--- src/rtl/wb_store_queue_pkg.sv ---
// Shared types and constants for the write-back store queue.
package wb_pkg;

   // Bus tag: WRITE / MEMORY / DATA flags followed by 7 reserved zero bits
   localparam int unsigned REQTAG_W = 10;
   localparam logic WRITE  = 1'b1;
   localparam logic MEMORY = 1'b1;
   localparam logic DATA   = 1'b1;
   localparam logic [REQTAG_W-1:0] STORE_TAG = {WRITE, MEMORY, DATA, 7'b0};

   // Entries are stored at the maximum supported width; narrower
   // address/data parameters are zero-extended on write and sliced on read.
   localparam int unsigned STQ_ADDR_MAX_W = 64;
   localparam int unsigned STQ_DATA_MAX_W = 64;

   typedef struct packed {
      logic [STQ_ADDR_MAX_W-1:0] addr;
      logic [STQ_DATA_MAX_W-1:0] data;
   } stq_entry_t;

   typedef enum logic [1:0] {
      IDLE   = 2'd0,
      REQ    = 2'd1,
      WAIT   = 2'd2,
      RETIRE = 2'd3
   } stq_state_e;

endpackage

--- src/rtl/wb_store_queue_if.sv ---
// Write-back enqueue port and D-cache request port of the store queue.
// Optional store-to-load forwarding signals appear when WB_STQ_FWD_EN is defined.
interface wb_store_queue_if
#(
   parameter int unsigned DEPTH  = 4,
   parameter int unsigned ADDR_W = 64,
   parameter int unsigned DATA_W = 64
);
   import wb_pkg::*;

   localparam int unsigned CNT_W = $clog2(DEPTH) + 1;

   logic                enq_valid;
   logic                enq_kill;
   logic [ADDR_W-1:0]   enq_addr;
   logic [DATA_W-1:0]   enq_data;
   logic                enq_ready;
   logic                reqcyc;
   logic [ADDR_W-1:0]   req;
   logic [DATA_W-1:0]   reqdata;
   logic [REQTAG_W-1:0] reqtag;
   logic                reqack;
   logic                writeack;
   logic                store_done;
   logic [CNT_W-1:0]    count;
   logic                empty;
`ifdef WB_STQ_FWD_EN
   logic                ld_valid;
   logic [ADDR_W-1:0]   ld_addr;
   logic                fwd_hit;
   logic [DATA_W-1:0]   fwd_data;

   modport slave (
      input  enq_valid, enq_kill, enq_addr, enq_data, reqack, writeack, ld_valid, ld_addr,
      output enq_ready, reqcyc, req, reqdata, reqtag, store_done, count, empty, fwd_hit, fwd_data
   );
   modport master (
      output enq_valid, enq_kill, enq_addr, enq_data, reqack, writeack, ld_valid, ld_addr,
      input  enq_ready, reqcyc, req, reqdata, reqtag, store_done, count, empty, fwd_hit, fwd_data
   );
`else
   modport slave (
      input  enq_valid, enq_kill, enq_addr, enq_data, reqack, writeack,
      output enq_ready, reqcyc, req, reqdata, reqtag, store_done, count, empty
   );
   modport master (
      output enq_valid, enq_kill, enq_addr, enq_data, reqack, writeack,
      input  enq_ready, reqcyc, req, reqdata, reqtag, store_done, count, empty
   );
`endif

endinterface

--- src/rtl/wb_stq_fwd_cam.sv ---
// Store-to-load forwarding CAM: exact address match over occupied entries,
// youngest matching entry supplies the data. Used only with WB_STQ_FWD_EN.
module wb_stq_fwd_cam
   import wb_pkg::*;
#(
   parameter int unsigned DEPTH  = 4,
   parameter int unsigned ADDR_W = 64,
   parameter int unsigned DATA_W = 64
) (
   input  stq_entry_t                 entries_i [DEPTH],
   input  logic [$clog2(DEPTH)-1:0]   head_i,
   input  logic [$clog2(DEPTH):0]     count_i,
   input  logic                       ld_valid_i,
   input  logic [ADDR_W-1:0]          ld_addr_i,
   output logic                       hit_o,
   output logic [DATA_W-1:0]          data_o
);

   localparam int unsigned PTR_W = $clog2(DEPTH);
   localparam int unsigned CNT_W = PTR_W + 1;

   logic [PTR_W-1:0] idx;

   // Walk from oldest (head) to youngest; later matches overwrite earlier ones
   always_comb begin
      hit_o  = 1'b0;
      data_o = '0;
      idx    = head_i;
      for (int unsigned k = 0; k < DEPTH; k++) begin
         idx = head_i + PTR_W'(k);
         if (ld_valid_i && (CNT_W'(k) < count_i) &&
             (entries_i[idx].addr[ADDR_W-1:0] == ld_addr_i)) begin
            hit_o  = 1'b1;
            data_o = entries_i[idx].data[DATA_W-1:0];
         end
      end
   end

endmodule

--- src/rtl/wb_store_queue.sv ---
// Write-back store queue: buffers up to DEPTH committed stores and drains
// them in order to the D-cache via reqcyc/reqack/writeack.
// Optional store-to-load forwarding is enabled with WB_STQ_FWD_EN.
// ADDR_W and DATA_W must not exceed 64.
module wb_store_queue
   import wb_pkg::*;
#(
   parameter int unsigned DEPTH  = 4,
   parameter int unsigned ADDR_W = 64,
   parameter int unsigned DATA_W = 64
) (
   input  logic            clk,
   input  logic            reset,
   wb_store_queue_if.slave stq
);

   localparam int unsigned PTR_W = $clog2(DEPTH);
   localparam int unsigned CNT_W = PTR_W + 1;

   stq_entry_t        mem_q [DEPTH];
   stq_entry_t        wr_entry;
   logic [PTR_W-1:0]  head_q, head_d;
   logic [PTR_W-1:0]  tail_q, tail_d;
   logic [CNT_W-1:0]  count_q, count_d;
   stq_state_e        state_q, state_d;
   logic [ADDR_W-1:0] req_q, req_d;
   logic [DATA_W-1:0] reqdata_q, reqdata_d;
   logic              full;
   logic              empty;
   logic              push;
   logic              pop;
   logic              load;

   assign full  = (count_q == CNT_W'(DEPTH));
   assign empty = (count_q == '0);
   assign push  = stq.enq_valid && !full && !stq.enq_kill;
   assign pop   = (state_q == RETIRE);
   assign load  = (state_q == IDLE) && !empty;

   assign wr_entry.addr = STQ_ADDR_MAX_W'(stq.enq_addr);
   assign wr_entry.data = STQ_DATA_MAX_W'(stq.enq_data);

   // Drain FSM next-state: one head entry outstanding at a time
   always_comb begin
      state_d = state_q;
      case (state_q)
         IDLE:    if (!empty) state_d = REQ;
         REQ:     if (stq.reqack) state_d = stq.writeack ? RETIRE : WAIT;
         WAIT:    if (stq.writeack) state_d = RETIRE;
         RETIRE:  state_d = IDLE;
         default: state_d = IDLE;
      endcase
   end

   // Drain FSM state register
   always_ff @(posedge clk or posedge reset) begin
      if (reset) state_q <= IDLE;
      else       state_q <= state_d;
   end

   // Pointer, occupancy and bus-request next-state
   always_comb begin
      head_d    = head_q;
      tail_d    = tail_q;
      count_d   = count_q;
      req_d     = req_q;
      reqdata_d = reqdata_q;
      if (push) tail_d = tail_q + PTR_W'(1);
      if (pop)  head_d = head_q + PTR_W'(1);
      if (push && !pop)      count_d = count_q + CNT_W'(1);
      else if (pop && !push) count_d = count_q - CNT_W'(1);
      if (load) begin
         req_d     = mem_q[head_q].addr[ADDR_W-1:0];
         reqdata_d = mem_q[head_q].data[DATA_W-1:0];
      end
   end

   // Pointer, occupancy and bus-request registers
   always_ff @(posedge clk or posedge reset) begin
      if (reset) begin
         head_q    <= '0;
         tail_q    <= '0;
         count_q   <= '0;
         req_q     <= '0;
         reqdata_q <= '0;
      end else begin
         head_q    <= head_d;
         tail_q    <= tail_d;
         count_q   <= count_d;
         req_q     <= req_d;
         reqdata_q <= reqdata_d;
      end
   end

   // Entry storage; only occupied slots are ever read, so no reset needed
   always_ff @(posedge clk) begin
      if (push) mem_q[tail_q] <= wr_entry;
   end

   assign stq.enq_ready  = !full;
   assign stq.reqcyc     = (state_q == REQ);
   assign stq.req        = req_q;
   assign stq.reqdata    = reqdata_q;
   assign stq.reqtag     = STORE_TAG;
   assign stq.store_done = (state_q == RETIRE);
   assign stq.count      = count_q;
   assign stq.empty      = empty;

`ifdef WB_STQ_FWD_EN
   wb_stq_fwd_cam #(
      .DEPTH  (DEPTH),
      .ADDR_W (ADDR_W),
      .DATA_W (DATA_W)
   ) u_fwd_cam (
      .entries_i  (mem_q),
      .head_i     (head_q),
      .count_i    (count_q),
      .ld_valid_i (stq.ld_valid),
      .ld_addr_i  (stq.ld_addr),
      .hit_o      (stq.fwd_hit),
      .data_o     (stq.fwd_data)
   );
`endif

endmodule

--- src/flat_wrapper.sv ---
// flat-port wrapper written by rule: the top's interface ports become plain ports
module wb_store_queue_flat import wb_pkg::*;
#(
   parameter int unsigned DEPTH  = 4,
   parameter int unsigned ADDR_W = 64,
   parameter int unsigned DATA_W = 64
)
  (clk, reset, stq_enq_valid, stq_enq_kill, stq_enq_addr, stq_enq_data, stq_reqack, stq_writeack, stq_enq_ready, stq_reqcyc, stq_req, stq_reqdata, stq_reqtag, stq_store_done, stq_count, stq_empty);
  wb_store_queue_if #(.DEPTH(DEPTH), .ADDR_W(ADDR_W), .DATA_W(DATA_W)) stq_i ();
  input  logic clk;
  input  logic reset;
  input wire logic [$bits(stq_i.enq_valid)-1:0] stq_enq_valid;
  input wire logic [$bits(stq_i.enq_kill)-1:0] stq_enq_kill;
  input wire logic [$bits(stq_i.enq_addr)-1:0] stq_enq_addr;
  input wire logic [$bits(stq_i.enq_data)-1:0] stq_enq_data;
  input wire logic [$bits(stq_i.reqack)-1:0] stq_reqack;
  input wire logic [$bits(stq_i.writeack)-1:0] stq_writeack;
  output wire logic [$bits(stq_i.enq_ready)-1:0] stq_enq_ready;
  output wire logic [$bits(stq_i.reqcyc)-1:0] stq_reqcyc;
  output wire logic [$bits(stq_i.req)-1:0] stq_req;
  output wire logic [$bits(stq_i.reqdata)-1:0] stq_reqdata;
  output wire logic [$bits(stq_i.reqtag)-1:0] stq_reqtag;
  output wire logic [$bits(stq_i.store_done)-1:0] stq_store_done;
  output wire logic [$bits(stq_i.count)-1:0] stq_count;
  output wire logic [$bits(stq_i.empty)-1:0] stq_empty;
  assign stq_i.enq_valid = stq_enq_valid;
  assign stq_i.enq_kill = stq_enq_kill;
  assign stq_i.enq_addr = stq_enq_addr;
  assign stq_i.enq_data = stq_enq_data;
  assign stq_i.reqack = stq_reqack;
  assign stq_i.writeack = stq_writeack;
  assign stq_enq_ready = stq_i.enq_ready;
  assign stq_reqcyc = stq_i.reqcyc;
  assign stq_req = stq_i.req;
  assign stq_reqdata = stq_i.reqdata;
  assign stq_reqtag = stq_i.reqtag;
  assign stq_store_done = stq_i.store_done;
  assign stq_count = stq_i.count;
  assign stq_empty = stq_i.empty;
  wb_store_queue #(.DEPTH(DEPTH), .ADDR_W(ADDR_W), .DATA_W(DATA_W)) u_core (.clk(clk), .reset(reset), .stq(stq_i));
endmodule
--- config.mk ---
export PLATFORM = sky130hd
export DESIGN_NAME = wb_store_queue_flat
export DESIGN_NICKNAME = d
export VERILOG_FILES = /design/src/rtl/wb_store_queue_pkg.sv /design/src/rtl/wb_store_queue_if.sv /design/src/rtl/wb_stq_fwd_cam.sv /design/src/rtl/wb_store_queue.sv /design/src/flat_wrapper.sv
export SDC_FILE = /design/constraint.sdc
export NUM_CORES = 1
export LEC_CHECK = 0
export ABC_AREA = 1
export ABC_CLOCK_PERIOD_IN_PS = 11200
export CORE_MARGIN = 4
export CORE_UTILIZATION = 61
export DETAILED_ROUTE_END_ITERATION = 10
export PLACE_DENSITY_LB_ADDON = 0.12
export SYNTH_ARGS = -nofsm -noshare
export SYNTH_HDL_FRONTEND = slang
export SYNTH_SLANG_ARGS = --single-unit
--- constraint.sdc ---
create_clock -name clk -period 11.2 [get_ports clk]
set_clock_uncertainty 0.15 [all_clocks]
set_input_delay 3.36 -clock clk [delete_from_list [all_inputs] [get_ports clk]]
set_output_delay 3.36 -clock clk [all_outputs]
set_load 0.02 [all_outputs]
Yosys cells after proc, flatten, opt, wreduce, memory -nomap -nowiden

Memory sizes are Yosys's and may differ from the RTL's. A register that Yosys moved wholly into a read port is not among the register bits.
Cells that the tools add are included.

Memory bits (writable): 512
Bits in registers: 9
Input bits: 134
Memories kept: 1

Memory list:

| memory       | words | width | rd ports | clocked after memory_dff | write ports | line                 | source |
|---|---|---|---|---|---|---|---|
| u_core.mem_q | 4     | 128   | 1        | 1                        | 1           | wb_store_queue.sv:20 | `stq_entry_t mem_q [DEPTH];` |

Add/subtract/negate cells: 4
Muxes and demuxes: 9
Reductions and logical operators: 14
Equality and inequality tests: 7

Operator list:

| kind                | count |
|---|---|
| $pmux 2 s4          | 1 |
| $mux 2              | 3 |
| $mux 3              | 2 |
| $ne 2x2->1 const B  | 3 |
| $logic_and 1x1->1   | 5 |
| $logic_not 1->1     | 5 |
| $add 2x1->2 const B | 2 |
| $eq 2x2->1 const B  | 2 |
| $add 3x1->3 const B | 1 |
| $eq 3x3->1 const B  | 1 |
| $logic_not 3->1     | 1 |
| $mux 1              | 3 |
| $reduce_and 3->1    | 1 |
| $sub 3x1->3 const B | 1 |
| $eq 2x1->1 const B  | 1 |
| $logic_not 2->1     | 1 |
| $reduce_bool 2->1   | 1 |

Logic depth before layout (Yosys ltp)

Depth in word-level cells: 8
Depth in mapped cells: 11
Mapped depth without buffers: 11

Worst setup path before layout

No wires, ideal clock.

Path type: in2reg
Start point: input port stq_enq_kill
End point: memory u_core.mem_q[0][0] in the netlist's numbering (enable)
Setup slack: 1452 ps
Setup time: 617 ps
Required time: 10433 ps
Cell stages on the path: 3
Data arrival time: 8981 ps
Path buffers: 0
Cell sequence: inv_1 nand3_1 nor2_1

Word-level cells in the longest chain between the ends: 4

RTL lines:

| element                      | line                 | source |
|---|---|---|
| start: declaration           | flat_wrapper.sv:13   | `input wire logic [$bits(stq_i.enq_kill)-1:0] stq_enq_kill;` |
| $logic_not 1->1              | wb_store_queue.sv:36 | `assign push = stq.enq_valid && !full && !stq.enq_kill;` |
| $logic_and 1x1->1            | wb_store_queue.sv:36 |  |
| $mux 1                       | wb_store_queue.sv:97 | `if (push) mem_q[tail_q] <= wr_entry;` |
| $mux 1 (implied by the code) | wb_store_queue.sv:97 |  |
| end: declaration             | wb_store_queue.sv:20 |  |

No other way between the ends.

Final worst setup path

Start point: input port stq_enq_valid
End point: memory u_core.mem_q[3][98] in the netlist's numbering (enable)

Word-level cells in the longest chain between the ends: 4

RTL lines:

| element                         | line                 | source |
|---|---|---|
| start: declaration              | flat_wrapper.sv:12   | `input wire logic [$bits(stq_i.enq_valid)-1:0] stq_enq_valid;` |
| $logic_and 1x1->1 (2 in series) | wb_store_queue.sv:36 |  |
| $mux 1                          | wb_store_queue.sv:97 |  |
| $mux 1 (implied by the code)    | wb_store_queue.sv:97 |  |

No other way between the ends.

==> metrics.txt <==
average size of a mapped cell 10.3 µm²; grt ovf 0; first-pass GRT wire length 95000 µm; min-delay worst type flop to flop; vias in the first global route 18.3k; Core Region 44200 µm²; DP Cell Count 3400; max-slew violation count 0; input/output buffers 268; post-route ant nets 0; vias per cell 5.08; hpwl dp 33800 µm; hold_buf cts 0; slew at the pin with the worst max-slew slack 1150 ps; antenna violations before repair 18; maximum VDD drop 0.000358 V; final setup margin 5220 ps; clk slew on worst S/H paths 60 ps; Synth Instances 2640; Final Hold Viols 0; RePlAce Congestion 0.784; Slew HR 23.1%; htree depth 3; Worst setup startpoint stq_enq_valid; WS Path Type primary input to flop; DRT iter0 DRCs 1436; Root Buffer clkbuf_16; required time worst endpoint 11250 ps; effective utilization at floorplan 61.6%; worst hold start u_core.stq.reqdata[32]; CP endpoint kind flop; Die ar. 48100 µm²; total power 8.42 mW; CP bufs+invs 2; CTS tree built; status finished, final reports clean; Netlist cell types 21; Leakage 14.8 nW; Area Overhead vs Synth 17.8%; Tcrit/Tclk final 53.4%; CP top delay family simple AND/OR/NAND/NOR gates; pre-CTS WS 4580 ps; DIE WIDTH 219 µm; clk buf depth 3; Non-Filler Instances 3532; post_cts resized 0; maxcap violations 0; pwr/cell area 262 nW/µm²; synthesized flop and latch total 649; CP Launch Type primary input; Die Height 219 µm; largest net degree at the start of global routing 166; most frequent cells in the layout nand2_1, inv_1, edfxtp_1, clkdlybuf4s50_1, nand3_1; Fillers 3009; Final nets 3021; Final Core Density 72.5%; Setup Viol. Count Final 0; Final TNS setup 0 ps; CP Cell Sequence clkdlybuf4s50_1 > nand3_1 > nor2_4 > buf_4; Synth Warn # 0; worst skew pair latency 580 ps; row count 77; Max Clk Rate 0.167 GHz; most common cell after layout, fill and taps aside nand2_1; DR WL/cell 17.1 µm; final wirelength 60300 µm; RSZ-0062 raised after global routing false; detailed-route via count 18.0k; Arr. time, crit path 6040 ps; critical path fanouts, max 50; Post-CTS Setup Bufs 0; I/O Pins 279; clk sinks 649; Tmin final 5980 ps; GRT Overall Usage 25.4%; First-pass DRT Iterations 5; Crit-path slowest cell nor2_4; Max stage delay on crit path 970 ps; DR DRC count 0; synthesized area 27200 µm²; ratio of cells with drive above 1 in the final layout 3.99%; TritonCTS Buffers 67; post-synthesis sequential area ratio 69.0%; RR Startpoint u_core.head_q[0]
[metal layers]
| metal | track usage [%] | routed length (µm) | vias to the layer above |
|---|---|---|---|
| met5 | 0 | 118 | - |
| met1 | 32.5 | 24300 | 8613 |
| met2 | 42.1 | 29300 | 571 |
| li1 | - | - | 8616 |
| met3 | 6.19 | 4670 | 134 |
| met4 | 10.3 | 1910 | 18 |
[tightest hold or removal path, cell delays in order (launching register included)]
cell and delay, ps:
dfrtp_1 340, nand2_1 50, nand2_1 50
[metrics by stage]
stage	hold WS, ps	cell area (µm²)
floorplan	342	27300
global placement	311	29900
detailed placement	314	29900
CTS	330	32100
global route	346	32100
finish	326	32100
[kinds of logic (layout without fill, tap and decap cells)]
| group | after synthesis | after routing | synth area share (%) |
|---|---|---|---|
| AND/OR/NAND/NOR | 1316 | 1316 | 19.4 |
| buffers and inverters | 659 | 942 | 10.9 |
| flip-flops | 649 | 649 | 69.0 |
| adder cells (fa/ha/maj) | 10 | 10 | 0.487 |
| XOR/XNOR | 4 | 4 | 0.129 |
| other | 2 | 19 | 0.0276 |
[where the power goes]
group	switching, mW	internal, mW
logic	1.88	1.02
registers	0.295	3.07
clock network	0.871	1.27
[cell type report]
type                       count  area (µm²)  area share (%)
tap                          592         741            2.31
inverter                     536        2030            6.33
clock buffer                 109        2040            6.37
multi-input combinational   1340        5520            17.2
sequential                   649       18800            58.6
clock inverter                14        93.8           0.293
timing repair buffer         283        2820            8.79
antenna                        9        22.5          0.0702
[registers in the layout, indices dropped and copies added, names as in the netlist]
signal	flops
u_core.stq.reqdata	64
u_core.stq.req	64
u_core.head_q	2
u_core.tail_q	2
u_core.state_q	2
u_core.stq.count	3
u_core.mem_q	512
[Yosys cell counts, drive strengths merged]
library cell / count / area share [%]
nor2: 5 / 0.078
nand4: 2 / 0.046
ha: 9 / 0.41
buf: 118 / 3.4
xnor2: 1 / 0.032
fa: 1 / 0.073
dfrtp: 137 / 13
nand3: 263 / 4.8
xor2: 3 / 0.096
nand2: 1046 / 14
edfxtp: 512 / 56
inv: 536 / 7.4
conb: 2 / 0.028
clkbuf: 5 / 0.096
[path summary, 6_finish.rpt]
kind / cells after the start / endpoint / slack (ps)
setup / recovery: 4 / u_core.mem_q[3][98] / 5220
hold / removal: 2 / u_core.stq.reqdata[32] / 330
setup reg to reg: 7 / u_core.stq.req[15] / 7830
hold reg to reg: 2 / u_core.stq.reqdata[32] / 330
max in group asynchronous: 3 / u_core.head_q[1] / 6390
min in group asynchronous: 2 / u_core.stq.req[5] / 3190
(Power assumes the default switching activity.)
